===== config.mk =====
export PLATFORM = sky130hd
export DESIGN_NAME = pipe_stage_skid
export DESIGN_NICKNAME = d
export VERILOG_FILES = /design/src/rtl/pipe_stage_skid.sv
export SDC_FILE = /design/constraint.sdc
export NUM_CORES = 1
export LEC_CHECK = 0
export ABC_AREA = 1
export CAP_MARGIN = 20
export CORE_MARGIN = 5
export CORE_UTILIZATION = 52
export DETAILED_ROUTE_END_ITERATION = 7
export MAX_ROUTING_LAYER = met4
export PLACE_DENSITY = 0.87
export SETUP_SLACK_MARGIN = 0.3
export SYNTH_ARGS = -nofsm -noshare
export SYNTH_HDL_FRONTEND = slang
export SYNTH_SLANG_ARGS = --single-unit

===== constraint.sdc =====
create_clock -name i_clock -period 4.49 [get_ports i_clock]
set_clock_uncertainty 0.2 [all_clocks]
set_input_delay 0.898 -clock i_clock [delete_from_list [all_inputs] [get_ports i_clock]]
set_output_delay 0.898 -clock i_clock [all_outputs]
set_load 0.05 [all_outputs]

===== src/rtl/pipe_stage_skid.sv =====
// Elastic pipeline stage: main + skid register behind a valid/ready handshake, with freeze and flush.
// Optional stall/flush statistics counters are built when PIPE_STAGE_SKID_STATS_EN is defined.
module pipe_stage_skid #(
  parameter int                    DATA_WIDTH   = 64,
  parameter logic [DATA_WIDTH-1:0] BUBBLE_VALUE = {DATA_WIDTH{1'b0}}
) (
  input  logic                  i_clock,
  input  logic                  i_reset,
  input  logic                  i_pipeline_enable,
  input  logic                  i_flush,
  input  logic                  i_valid,
  input  logic [DATA_WIDTH-1:0] i_data,
  output logic                  o_ready,
  output logic                  o_valid,
  output logic [DATA_WIDTH-1:0] o_data,
  input  logic                  i_ready,
  output logic [31:0]           o_stall_cycles,
  output logic [15:0]           o_flush_count
);

  typedef enum logic [1:0] {
    EMPTY = 2'd0,
    BUSY  = 2'd1,
    FULL  = 2'd2
  } state_t;

  state_t                state_p0, state_d;
  logic [DATA_WIDTH-1:0] m_data_p0, m_data_d;
  logic [DATA_WIDTH-1:0] s_data_p0, s_data_d;
  logic                  accept, emit;

  // Handshake decode depends only on registered state and the run enable.
  assign o_ready = i_pipeline_enable && (state_p0 != FULL);
  assign o_valid = i_pipeline_enable && (state_p0 != EMPTY);
  assign o_data  = m_data_p0;
  assign accept  = i_valid && o_ready;
  assign emit    = o_valid && i_ready;

  always_comb begin
    state_d  = state_p0;
    m_data_d = m_data_p0;
    s_data_d = s_data_p0;
    if (!i_pipeline_enable) begin
      state_d = state_p0;
    end else if (i_flush) begin
      state_d  = EMPTY;
      m_data_d = BUBBLE_VALUE;
      s_data_d = BUBBLE_VALUE;
    end else begin
      case (state_p0)
        EMPTY: begin
          if (accept) begin
            m_data_d = i_data;
            state_d  = BUSY;
          end
        end
        BUSY: begin
          if (accept && emit) begin
            m_data_d = i_data;
          end else if (accept) begin
            s_data_d = i_data;
            state_d  = FULL;
          end else if (emit) begin
            state_d = EMPTY;
          end
        end
        FULL: begin
          if (emit) begin
            m_data_d = s_data_p0;
            state_d  = BUSY;
          end
        end
        default: state_d = EMPTY;
      endcase
    end
  end

  // ---- stage register (falling edge, like the neighbouring pipeline registers) ----
  always_ff @(negedge i_clock) begin
    if (i_reset) begin
      state_p0  <= EMPTY;
      m_data_p0 <= BUBBLE_VALUE;
      s_data_p0 <= BUBBLE_VALUE;
    end else begin
      state_p0  <= state_d;
      m_data_p0 <= m_data_d;
      s_data_p0 <= s_data_d;
    end
  end

`ifdef PIPE_STAGE_SKID_STATS_EN
  logic [31:0] stall_p0;
  logic [15:0] flush_p0;

  function automatic logic [31:0] sat_inc32(input logic [31:0] v);
    return (v == 32'hFFFF_FFFF) ? v : v + 32'd1;
  endfunction

  function automatic logic [15:0] sat_inc16(input logic [15:0] v);
    return (v == 16'hFFFF) ? v : v + 16'd1;
  endfunction

  // ---- statistics counters ----
  always_ff @(negedge i_clock) begin
    if (i_reset) begin
      stall_p0 <= 32'd0;
      flush_p0 <= 16'd0;
    end else if (i_pipeline_enable) begin
      if (i_flush) begin
        flush_p0 <= sat_inc16(flush_p0);
      end else if (o_valid && !i_ready) begin
        stall_p0 <= sat_inc32(stall_p0);
      end
    end
  end

  assign o_stall_cycles = stall_p0;
  assign o_flush_count  = flush_p0;
`else
  assign o_stall_cycles = 32'd0;
  assign o_flush_count  = 16'd0;
`endif

endmodule


==> results.md, run 1 <==
* Biggest area consumer among synthesized cells: dfxtp_1
* Pin count of the biggest net entering global routing at 66
* Ports at approximately 180
* HPWL after DPL at around 12 mm
* Ys Warns at 0
* Synth unique cells at 19
* Crit. endpoint post-GRT repair: o_ready
* Post-synth top area share at between 40 and 50%
* Placed insts at between 1000 and 1500
* Post-synthesis sequential area ratio at between 40% and 50%
* Tool Error: [ERROR DPL-0038] Utilization greater than 100%, impossible to legalize
* Die Y at between 100 and 150 um
* Most common cell in the netlist: nand2_1
* Commonest cells post-synth: nand2_1, nor2_1, a21oi_1, dfxtp_1, nand3_1
* Worst EP kind: primary output
* Syn Std Cell Area at 0.00631 mm2
* Status: aborted with a tool error
* Die width at between 100 and 150 um
* Port buffer count at between 100 and 150
* Synth Flop Type: dfxtp_1
* Avg Inst Size Synth at around 6.7 um2
* Halt Stage: global routing
* Asr flop ratio synth at 0%
* Cell Area, Placed at between 0.008 and 0.009 mm2
* Initial core utilization at between 50% and 60%
* Cell row count at 40
* Cells after synthesis at 948
* Final GP Congestion at ~0.84
* Clk root buf: clkbuf_16
* H-tree Lvls at 4
* Synthesized flop and latch total at between 100 and 150
* Num CTS Buffers at 17
* Post-synth EDFFs at 0
* CTS max path bufs at 2
* Top cells by area, synth: dfxtp_1, nand2_1, a21oi_1
* CTS Sinks at 130
[metrics by stage]
stage / setup slack (ps) / hold slack (ps)
after floorplan: 208 / 244
after global placement: -500 / 251
after CTS: -193 / 261
after detailed placement: -573 / 255
[repair_timing]
action,4_1_cts
gates resized for setup,85
gates cloned,12
buffers inserted,10
pin swaps,1
hold buffers,0
endpoints found under the setup margin,196
[logic make-up after synthesis]
group	after synthesis	share of synthesized area (%)
flip-flops	130	41.3
AO/OA/AOI/OAI	190	15.9
buffers and inverters	192	15.3
AND/OR/NAND/NOR	435	27.5
other	1	0.0594
==> inputs of run 2 (changes only) <==
CORE_UTILIZATION = 40   (was 52)
MAX_ROUTING_LAYER = unset   (was met4)
PLACE_DENSITY = unset   (was 0.87)
PLACE_DENSITY_LB_ADDON = 0.15   (was unset)
SETUP_SLACK_MARGIN = unset   (was 0.3)
==> results.md, run 2 <==
* Status: finished with violations
* Violated checks: setup timing
* R2r setup slk at around 1900 ps
* DR iter-0 viols at ~420
* Post-synthesis sequential area ratio at 41.3%
* Port buffer count at 135
* Ports at 184
* Seq pwr share at 31.7%
* Antenna diodes at 0
* Maximum vdd drop at around 0.28 mV
* Post-synth EDFFs at 0
* CTS tree: yes
* Global Route Usage Sum at 20.7%
* Fillers at approximately 1500
* Pins Over Slew Limit at 0
* Leakage at roughly 0.0048 uW
* Int Pwr at ~2700 uW
* Worst rel slew slack at 47.2%
* RSZ-0062 raised after global routing: yes
* Top cells by area, synth: dfxtp_1, nand2_1, a21oi_1
* Die width at 136 um
* Final #Nets at 1273
* Die Y at 136 um
* Endpoints failing hold at 0
* H-tree Lvls at 4
* Post-synth top area share at about two fifths
* Final Util at approximately 62%
* Post-layout power at roughly 4200 uW
* Commonest cells post-synth: nand2_1, nor2_1, a21oi_1, dfxtp_1, nand3_1
* Asr flop ratio synth at 0%
* Final GP Congestion at slightly below 0.9
* First-pass GRT wire length at 30.7 mm
* Net Sw Power at 1460 uW
* Core Area at roughly 0.016 mm2
* Grt total ovfl at 0
* Routed vias at roughly 7000
* Avg Inst Size Synth at 6.65 um2
* HPWL after DPL at roughly 12 mm
* Switching Share at approximately a third
* Hold Path Stages at 2
* Area Growth Syn to Fin at 55.0%
* CTS max path bufs at 2
* Initial core utilization at roughly 40%
* Most common cell in the netlist: nand2_1
* Routed vias/inst at around 4.8
* Synth Flop Type: dfxtp_1
* Most frequent cells in the layout: nand2_1, inv_1, nor2_1, a21oi_1, dfxtp_1
* Num CTS Buffers at 17
* Worst Hold Path EP: s_data_p0[10]
* Crit path launch type: register
* CTS hold repair buffers at 0
* Logic pwr share at 22.7%
* Final worst slack at -46.6 ps
* Power per Cell Area at around 430 mW/mm2
* Vias in the first global route at 6762
* Commonest non-fill, non-tap cell in the layout: nand2_1
* Worst Hold Class: reg2reg
* Pin count of the biggest net entering global routing at 66
* Min-delay src: s_data_p0[10]
* Initial antenna violation count at 0
* Cell row count at 46
* CP required at between 3000 and 4000 ps
* Clk root buf: clkbuf_16
* Post-route ant nets at 0
* Setup violators final at 2
* Clock latency on the worst-skew pair at 460 ps
* Worst setup EP type: primary output
* Synthesized flop and latch total at between 100 and 150
* R2R Path End: s_data_p0[53]
* # DRC at 0
* Clock power frac at a little under half
* 1st-pass router iterations at 5
* CTS Sinks at between 100 and 150
* Share of cells above drive strength 1 at between 10 and 15%
* Critical Path AT at roughly 3400 ps
* Reg clk slew, reported paths at ~30 ps
* DR WL/cell at between 10 and 15 um
* Biggest area consumer among synthesized cells: dfxtp_1
* Ys Warns at 0
* Worst r2r src: state_p0[0]
* Crit path kind: reg2out
* Crit-path max FO at 4
* DRT Wirelength at 19.9 mm
* Die area at 0.0184 mm2
* Maxcap violations at 0
* Cells after synthesis at around 950
* Worst-margin pin slew at 792 ps
* Synth unique cells at 19
* R2R cell count at 10
* Syn Std Cell Area at ~0.0063 mm2
run 2: cell counts after synthesis:
No cell type changed its count.
run 2: worst max-delay path by stage:
stage	to	startpoint
5_1_grt	o_ready	state_p0[0]
6_report	o_ready	state_p0[0]
3_3_place_gp	o_data[29]	i_pipeline_enable
4_1_cts	o_valid	state_p0[0]
3_5_place_dp	o_data[45]	i_pipeline_enable
2_1_floorplan	o_data[37]	i_flush
run 2: what timing repair did:
| item | CTS | global route |
|---|---|---|
| pin swaps | 3 | 4 |
| cloned | 1 | 3 |
| setup endpoints to repair | 131 | 132 |
| resized for setup | 22 | 16 |
| buffers inserted | 4 | 5 |
| endpoints found under the hold margin | 0 | 0 |
run 2: per-layer routing:
layer  vias to the layer above  GRT usage (%)  wire length, um
met2                       262           31.7             9330
met4                         0           10.2              279
li1                       3463              -                -
met1                      3180           24.9             8650
met3                        30           8.62             1630
met5                         -              0                0
run 2: worst max-delay path, stage by stage (launching register included):
cell and delay, ps:
dfxtp_4 390, inv_6 50, nand2_4 60, nand2_4 60, inv_4 60, buf_12 120
run 2: cells by family after synthesis:
logic type / synth area share, %
simple gates: 27.5
other cells: 0.0594
compound gates: 15.9
buf+inv: 15.3
flops: 41.3
run 2: layout make-up:
cell class | instances | area [um2] | share of cell area (%)
inverter | 71 | 279 | 2.85
clock inverter | 145 | 674 | 6.90
clock buffer | 17 | 425 | 4.35
multi-input combinational | 673 | 3000 | 30.7
sequential | 130 | 2610 | 26.7
tap | 216 | 270 | 2.76
timing repair buffer | 180 | 2520 | 25.7
run 2: through the flow:
stage / setup TNS (ps) / setup slack, ps / cells / hold slack, ps / cell area, um2
floorplan: 0 / 7.41 / 995 / 244 / 6480
global placement: -69990 / -603 / 1260 / 253 / 8430
detailed placement: -76030 / -667 / 1260 / 257 / 8430
CTS: -116 / -63.0 / 1425 / 262 / 9650
global route: -153 / -87.4 / 1432 / 275 / 9780
finish: -79.6 / -46.6 / 1432 / 261 / 9780
run 2: power groups by stage:
stage          Clock, uW  Sequential [uW]  Combinational [uW]
2_1_floorplan        176             1470                 412
3_3_place_gp         176             1330                 899
3_5_place_dp         176             1330                 905
4_1_cts             1970             1320                 923
5_1_grt             2100             1330                1020
6_report            1910             1320                 948
No activity file was read; power rests on OpenSTA's default activity.
